`src/rtl/serial_demux_pkg.sv`:
```
// Shared types and helpers for the serial 1:N demultiplexer.
// Optional parity support in the demux is enabled by defining SERIAL_DEMUX_PARITY_EN.
package serial_demux_pkg;

    localparam int WORD_W_DEF = 8;

    typedef enum logic [1:0] {
        IDLE    = 2'd0,
        COLLECT = 2'd1,
        PARITY  = 2'd2
    } state_t;

    // Bit that makes the word plus itself XOR to zero.
    function automatic logic even_parity(input logic [31:0] i_word);
        return ^i_word;
    endfunction

endpackage

```
`src/rtl/serial_demux_8_lane_decoder.sv`:
```
// One-hot lane write-enable decoder: lane i is enabled when i_en is high and i_idx == i.
module lane_decoder #(
    parameter int WIDTH = 8,
    parameter int IDX_W = $clog2(WIDTH)
) (
    input  logic [IDX_W-1:0] i_idx,
    input  logic             i_en,
    output logic [WIDTH-1:0] o_we
);

    for (genvar gi = 0; gi < WIDTH; gi++) begin : g_lane
        assign o_we[gi] = i_en && (i_idx == IDX_W'(gi));
    end

endmodule

```
`src/rtl/serial_demux_8.sv`:
```
// Sequential 1:WIDTH demultiplexer: assembles a serial bit stream into parallel words behind a
// valid/ready output register. Define SERIAL_DEMUX_PARITY_EN for a trailing even-parity bit per frame.
module serial_demux_8
    import serial_demux_pkg::*;
#(
    parameter int WIDTH = WORD_W_DEF,
    parameter int IDX_W = $clog2(WIDTH)
) (
    input  logic             clk,
    input  logic             rst,
    input  logic             din,
    input  logic             din_valid,
    input  logic             sync,
    output logic [WIDTH-1:0] dout,
    output logic             dout_valid,
    input  logic             dout_ready,
    output logic [IDX_W-1:0] lane_sel,
    output logic             frame_abort,
    output logic             overrun,
    input  logic             ovr_clr
`ifdef SERIAL_DEMUX_PARITY_EN
    ,
    output logic             parity_err
`endif
);

    localparam logic [IDX_W-1:0] IDX_LAST = IDX_W'(WIDTH - 1);

    state_t           r_state;
    state_t           w_state_next;
    logic [IDX_W-1:0] r_idx;
    logic [IDX_W-1:0] w_idx_next;
    logic [WIDTH-1:0] r_shadow;
    logic [WIDTH-1:0] w_shadow_next;
    logic [WIDTH-1:0] r_dout;
    logic [WIDTH-1:0] w_dout_next;
    logic             r_dout_valid;
    logic             w_dout_valid_next;
    logic             r_frame_abort;
    logic             w_abort;
    logic             r_overrun;
    logic             w_overrun_next;
    logic             w_xfer;
    logic             w_load;
    logic             w_drop;
    logic             w_wr_en;
    logic [IDX_W-1:0] w_wr_idx;
    logic [WIDTH-1:0] w_lane_we;
`ifdef SERIAL_DEMUX_PARITY_EN
    logic             r_parity_err;
    logic             w_parity_err_next;
    logic             w_xfer_perr;
`endif

    // A sync bit always lands in lane 0, whatever state the frame was in.
    assign w_wr_en  = din_valid && (sync || (r_state == COLLECT));
    assign w_wr_idx = sync ? '0 : r_idx;

    lane_decoder #(
        .WIDTH (WIDTH),
        .IDX_W (IDX_W)
    ) u_lane_decoder (
        .i_idx (w_wr_idx),
        .i_en  (w_wr_en),
        .o_we  (w_lane_we)
    );

    // Unwritten lanes keep the previous frame's value.
    assign w_shadow_next = (r_shadow & ~w_lane_we) | ({WIDTH{din}} & w_lane_we);

    always_comb begin
        w_state_next = r_state;
        w_idx_next   = r_idx;
        w_xfer       = 1'b0;
        w_abort      = 1'b0;
`ifdef SERIAL_DEMUX_PARITY_EN
        w_xfer_perr  = 1'b0;
`endif
        if (din_valid && sync) begin
            w_state_next = COLLECT;
            w_idx_next   = IDX_W'(1);
            w_abort      = (r_state != IDLE);
        end else if (din_valid) begin
            case (r_state)
                COLLECT: begin
                    // Index wraps to 0 after the last lane, so IDLE/PARITY read lane 0.
                    w_idx_next = r_idx + IDX_W'(1);
                    if (r_idx == IDX_LAST) begin
`ifdef SERIAL_DEMUX_PARITY_EN
                        w_state_next = PARITY;
`else
                        w_xfer       = 1'b1;
                        w_state_next = IDLE;
`endif
                    end
                end
`ifdef SERIAL_DEMUX_PARITY_EN
                PARITY: begin
                    w_xfer       = 1'b1;
                    w_xfer_perr  = (even_parity(32'(r_shadow)) != din);
                    w_state_next = IDLE;
                    w_idx_next   = '0;
                end
`endif
                default: begin
                    w_state_next = IDLE;
                    w_idx_next   = '0;
                end
            endcase
        end
    end

    always_comb begin
        w_load = w_xfer && (!r_dout_valid || dout_ready);
        w_drop = w_xfer && !w_load;

        w_dout_next       = r_dout;
        w_dout_valid_next = r_dout_valid;
        if (w_load) begin
            w_dout_next       = w_shadow_next;
            w_dout_valid_next = 1'b1;
        end else if (r_dout_valid && dout_ready) begin
            w_dout_valid_next = 1'b0;
        end

        // A new drop outranks a clear arriving in the same cycle.
        w_overrun_next = r_overrun;
        if (w_drop) begin
            w_overrun_next = 1'b1;
        end else if (ovr_clr) begin
            w_overrun_next = 1'b0;
        end
`ifdef SERIAL_DEMUX_PARITY_EN
        w_parity_err_next = w_load ? w_xfer_perr : r_parity_err;
`endif
    end

    always_ff @(posedge clk or posedge rst) begin
        if (rst) begin
            r_state       <= IDLE;
            r_idx         <= '0;
            r_shadow      <= '0;
            r_dout        <= '0;
            r_dout_valid  <= 1'b0;
            r_frame_abort <= 1'b0;
            r_overrun     <= 1'b0;
        end else begin
            r_state       <= w_state_next;
            r_idx         <= w_idx_next;
            r_shadow      <= w_shadow_next;
            r_dout        <= w_dout_next;
            r_dout_valid  <= w_dout_valid_next;
            r_frame_abort <= w_abort;
            r_overrun     <= w_overrun_next;
        end
    end

`ifdef SERIAL_DEMUX_PARITY_EN
    always_ff @(posedge clk or posedge rst) begin
        if (rst) begin
            r_parity_err <= 1'b0;
        end else begin
            r_parity_err <= w_parity_err_next;
        end
    end

    assign parity_err = r_parity_err;
`endif

    assign dout        = r_dout;
    assign dout_valid  = r_dout_valid;
    assign lane_sel    = r_idx;
    assign frame_abort = r_frame_abort;
    assign overrun     = r_overrun;

endmodule
```
`config.mk`:
```
export PLATFORM = sky130hd
export DESIGN_NAME = serial_demux_8
export DESIGN_NICKNAME = d
export VERILOG_FILES = /design/src/rtl/serial_demux_pkg.sv /design/src/rtl/serial_demux_8_lane_decoder.sv /design/src/rtl/serial_demux_8.sv
export SDC_FILE = /design/constraint.sdc
export NUM_CORES = 1
export LEC_CHECK = 0
export CAP_MARGIN = 20
export CORE_AREA = 2 2 60 50
export CTS_CLUSTER_DIAMETER = 150
export DETAILED_ROUTE_END_ITERATION = 12
export DIE_AREA = 0 0 62 52
export GPL_TIMING_DRIVEN = 0
export HOLD_SLACK_MARGIN = 0.03
export PLACE_DENSITY = 0.65
export REMOVE_ABC_BUFFERS = 1
export SYNTH_ARGS = -nofsm -noshare
export SYNTH_HDL_FRONTEND = slang
export SYNTH_HIERARCHICAL = 1
export SYNTH_SLANG_ARGS = --single-unit
```
`constraint.sdc`:
```
create_clock -name clk -period 2.95 [get_ports clk]
set_input_delay 0.59 -clock clk [delete_from_list [all_inputs] [get_ports clk]]
set_output_delay 0.59 -clock clk [all_outputs]
set_load 0.02 [all_outputs]
```
==> key figures <==
CTS
  • Reg clk slew, reported paths: approximately 0.11 ns
  • Postcts setup bufs: 0
  • Post-CTS sizing: 0
  • Clk Latency, worst-skew pair: 0.30 ns
  • CTS buffer count: 3
  • CTS tree: yes
  • Sink Count: 23
  • CTS max path bufs: 2
  • Hold buffer count at CTS: 0
  • CTS Root Cell: clkbuf_4
  • H-tree depth: 1

Setup path
  • Worst Path Arrival: approximately 2.5 ns
  • Worst path required time: 3.15 ns
  • CP dominant cell by count: mux2_2
  • Setup Crit Path Kind: in2reg
  • Reg2reg setup slack: around 1.1 ns
  • FF-to-FF path depth: 5
  • Reg2Reg Launch Point: lane_sel[0]$_DFFE_PP0P_
  • Reg-to-reg endpoint: dout[6]$_DFFE_PP0P_
  • Critical path's largest stage delay: roughly 0.54 ns
  • Worst Setup End Kind: register
  • Worst setup endpoint: dout[5]$_DFFE_PP0P_
  • Crit-path max FO: 9
  • Worst path cell trace: clkdlybuf4s50_1 -> nor2_1 -> and4b_2 -> mux2_2 -> mux2_2
  • CP startpoint kind: input pin
  • Worst setup path start: sync
  • Crit-path slowest cell: clkdlybuf4s50_1

Logic synthesis
  • Synthesized area: 1057 um2
  • Synth Area per Inst: 13.73 um2
  • Syn Inst Count: slightly below 80
  • Yosys warning count: 6
  • Post-synthesis sequential area ratio: 0.5444
  • Synth Register Bits: 23
  • Cell variety after synth: 22

Place
  • Placer congestion estimate: 0.6987
  • Cells after DPL: 132
  • Hpwl dp: 1.172 mm
  • Port Buf Inserts: 20
  • Placed Area: 1279 um2

STA
  • Fmax achieved: 443.9 MHz
  • Final setup viols: 0
  • Final Hold Fails: 0
  • TNS Setup: 0 ns
  • Final period utilization: 0.7636
  • Max-slew headroom: 0.4328
  • Slew Viols, Final: 0
  • Slew @ Worst Pin: 0.8498 ns
  • Clock skew: 0.007203 ns
  • Unrepaired setup endpoints after global routing: no
  • Final hold slack: 0.5047 ns
  • Final Critical Period: 2.253 ns

Power
  • Leakage: 0.5907 nW
  • PwrDens: 571.2 nW/um2
  • Maximum VDD drop: 0.0002622 V

GRT
  • Number of global-route vias before repair: 570
  • Total GRT Usage: 0.1149
  • Largest net degree at the start of global routing: 24
  • Initial antenna violation count: 0
  • First-pass GRT wire length: 2.642 mm
  • Gr ovfl total: 0

Finish
  • Final core occ: 0.4908
  • Post-route cell area: 1305 um2
  • Finished Layout Cells: 136
  • Antenna cells: 0
  • Share of post-route cells with drive strength above 1: 0.3265
  • Nets: 108
  • P&R area growth vs syn: 23.43%

Run status
  • Status: finished clean

Die
  • Row cnt: 17
  • Core area: approximately 2700 um2
  • I/O pin count: 21
  • Die H: roughly 52 um
  • Initial Utilization: 0.3976
  • Die area: ~3200 um2
  • Chip Width: 62 um

Routing
  • Via count: 641
  • Drt wl/cell: 12.14 um
  • First-pass detailed-route iteration total: 3
  • Drt initial violations: 9
  • DRC: 0
  • DRT Wirelength: 1.651 mm
  • Antenna Violating Nets Remaining: 0
  • Vias per cell: between 4 and 5

Worst hold path
  • Hold/Removal Path Class: reg2reg
  • Hold Path Depth: 1

Flow run
  • Max Cap Viol: 0
## placed cells by master, fill, tap and decap left out
cell type / n
mux2_2: 15
o22ai_1: 3
and4_2: 1
ha_1: 2
mux2_4: 1
o21a_1: 1
dfrtp_1: 23
nand2_1: 4
nand4b_4: 1
and4bb_2: 3
clkbuf_1: 1
or2b_2: 1
nor4b_2: 1
and4b_2: 3
clkdlybuf4s50_1: 20
clkbuf_4: 3
a21oi_1: 2
nor2b_2: 1
inv_1: 5
nand2b_1: 1
nor2_1: 4
and3_2: 1
a22o_2: 1
## final cells by class
type	count	area [um2]
Timing Repair Buffer	20	200.2
Sequential cell	23	575.6
Clock buffer	4	26.28
Inverter	5	18.77
Tap cell	38	47.55
Multi-Input combinational cell	46	436.7
Fill cell	247	1354
## cells by family (layout without fill, tap and decap cells)
group | count (synthesis) | after routing | share of synthesized area
flops | 23 | 23 | 0.5444
simple gates | 21 | 21 | 0.1716
mux | 16 | 16 | 0.1740
buf+inv | 8 | 29 | 0.04260
compound gates | 7 | 7 | 0.04379
fa+ha+maj | 2 | 2 | 0.02366
## cell usage after synthesis, drive strengths merged
cell type   n  share of area
dfrtp      23           0.54
mux2       16           0.17
inv         5          0.018
nand2       4          0.014
nor2        4          0.014
and4b       3          0.032
and4bb      3          0.036
o22ai       3          0.018
a21oi       2         0.0095
buf         2          0.021
ha          2          0.024
a22o        1         0.0095
and3        1         0.0071
and4        1         0.0095
clkbuf      1         0.0035
nand2b      1         0.0059
nand4b      1          0.022
nor2b       1         0.0083
nor4b       1          0.014
o21a        1         0.0071
or2b        1         0.0083
## where the power goes
group / switching [W] / total [W] / internal [W]
Sequential: 0.0000244 / 0.000400 / 0.000375
Clock: 0.0000869 / 0.000140 / 0.0000527
Combinational: 0.0000939 / 0.000206 / 0.000112
## critical path: cells and delay by family
kind	cells	cell delay, ns
buffers and inverters	1	0.54
multiplexers	2	0.60
AND/OR/NAND/NOR	2	0.72
## sequential cells by signal (all words and copies together) (netlist names)
| signal | flops |
|---|---|
| dout | 8 |
| dout_valid | 1 |
| frame_abort | 1 |
| lane_sel | 3 |
| overrun | 1 |
| r_shadow | 8 |
| r_state | 1 |
## how the worst min path moves through the flow
stage / startpoint / end / slack [ns]
finish: r_shadow[7]$_DFF_PP0_ / r_shadow[7]$_DFF_PP0_ / 0.50
global route: r_shadow[2]$_DFF_PP0_ / r_shadow[2]$_DFF_PP0_ / 0.52
CTS: r_shadow[1]$_DFF_PP0_ / r_shadow[1]$_DFF_PP0_ / 0.51
detailed placement: r_shadow[1]$_DFF_PP0_ / r_shadow[1]$_DFF_PP0_ / 0.48
global placement: r_shadow[2]$_DFF_PP0_ / r_shadow[2]$_DFF_PP0_ / 0.48
floorplan: r_shadow[1]$_DFF_PP0_ / r_shadow[1]$_DFF_PP0_ / 0.47
## layer usage
metal	wire, um	up-vias	track usage
met1	807	302	0.1582
met3	131	2	0.04726
met5	0	-	0
met4	12	0	0.03191
li1	-	318	-
met2	699	19	0.1649
## through the flow
stage / power (W) / setup slack [ns]
after global routing: 0.0007900 / 0.5908
after CTS: 0.0007579 / 0.6982
after floorplan: 0.0005321 / 1.145
after detailed placement: 0.0006161 / 0.3692
final: 0.0007454 / 0.6972
after global placement: 0.0006109 / 0.3787
(Power assumes the default switching activity.)
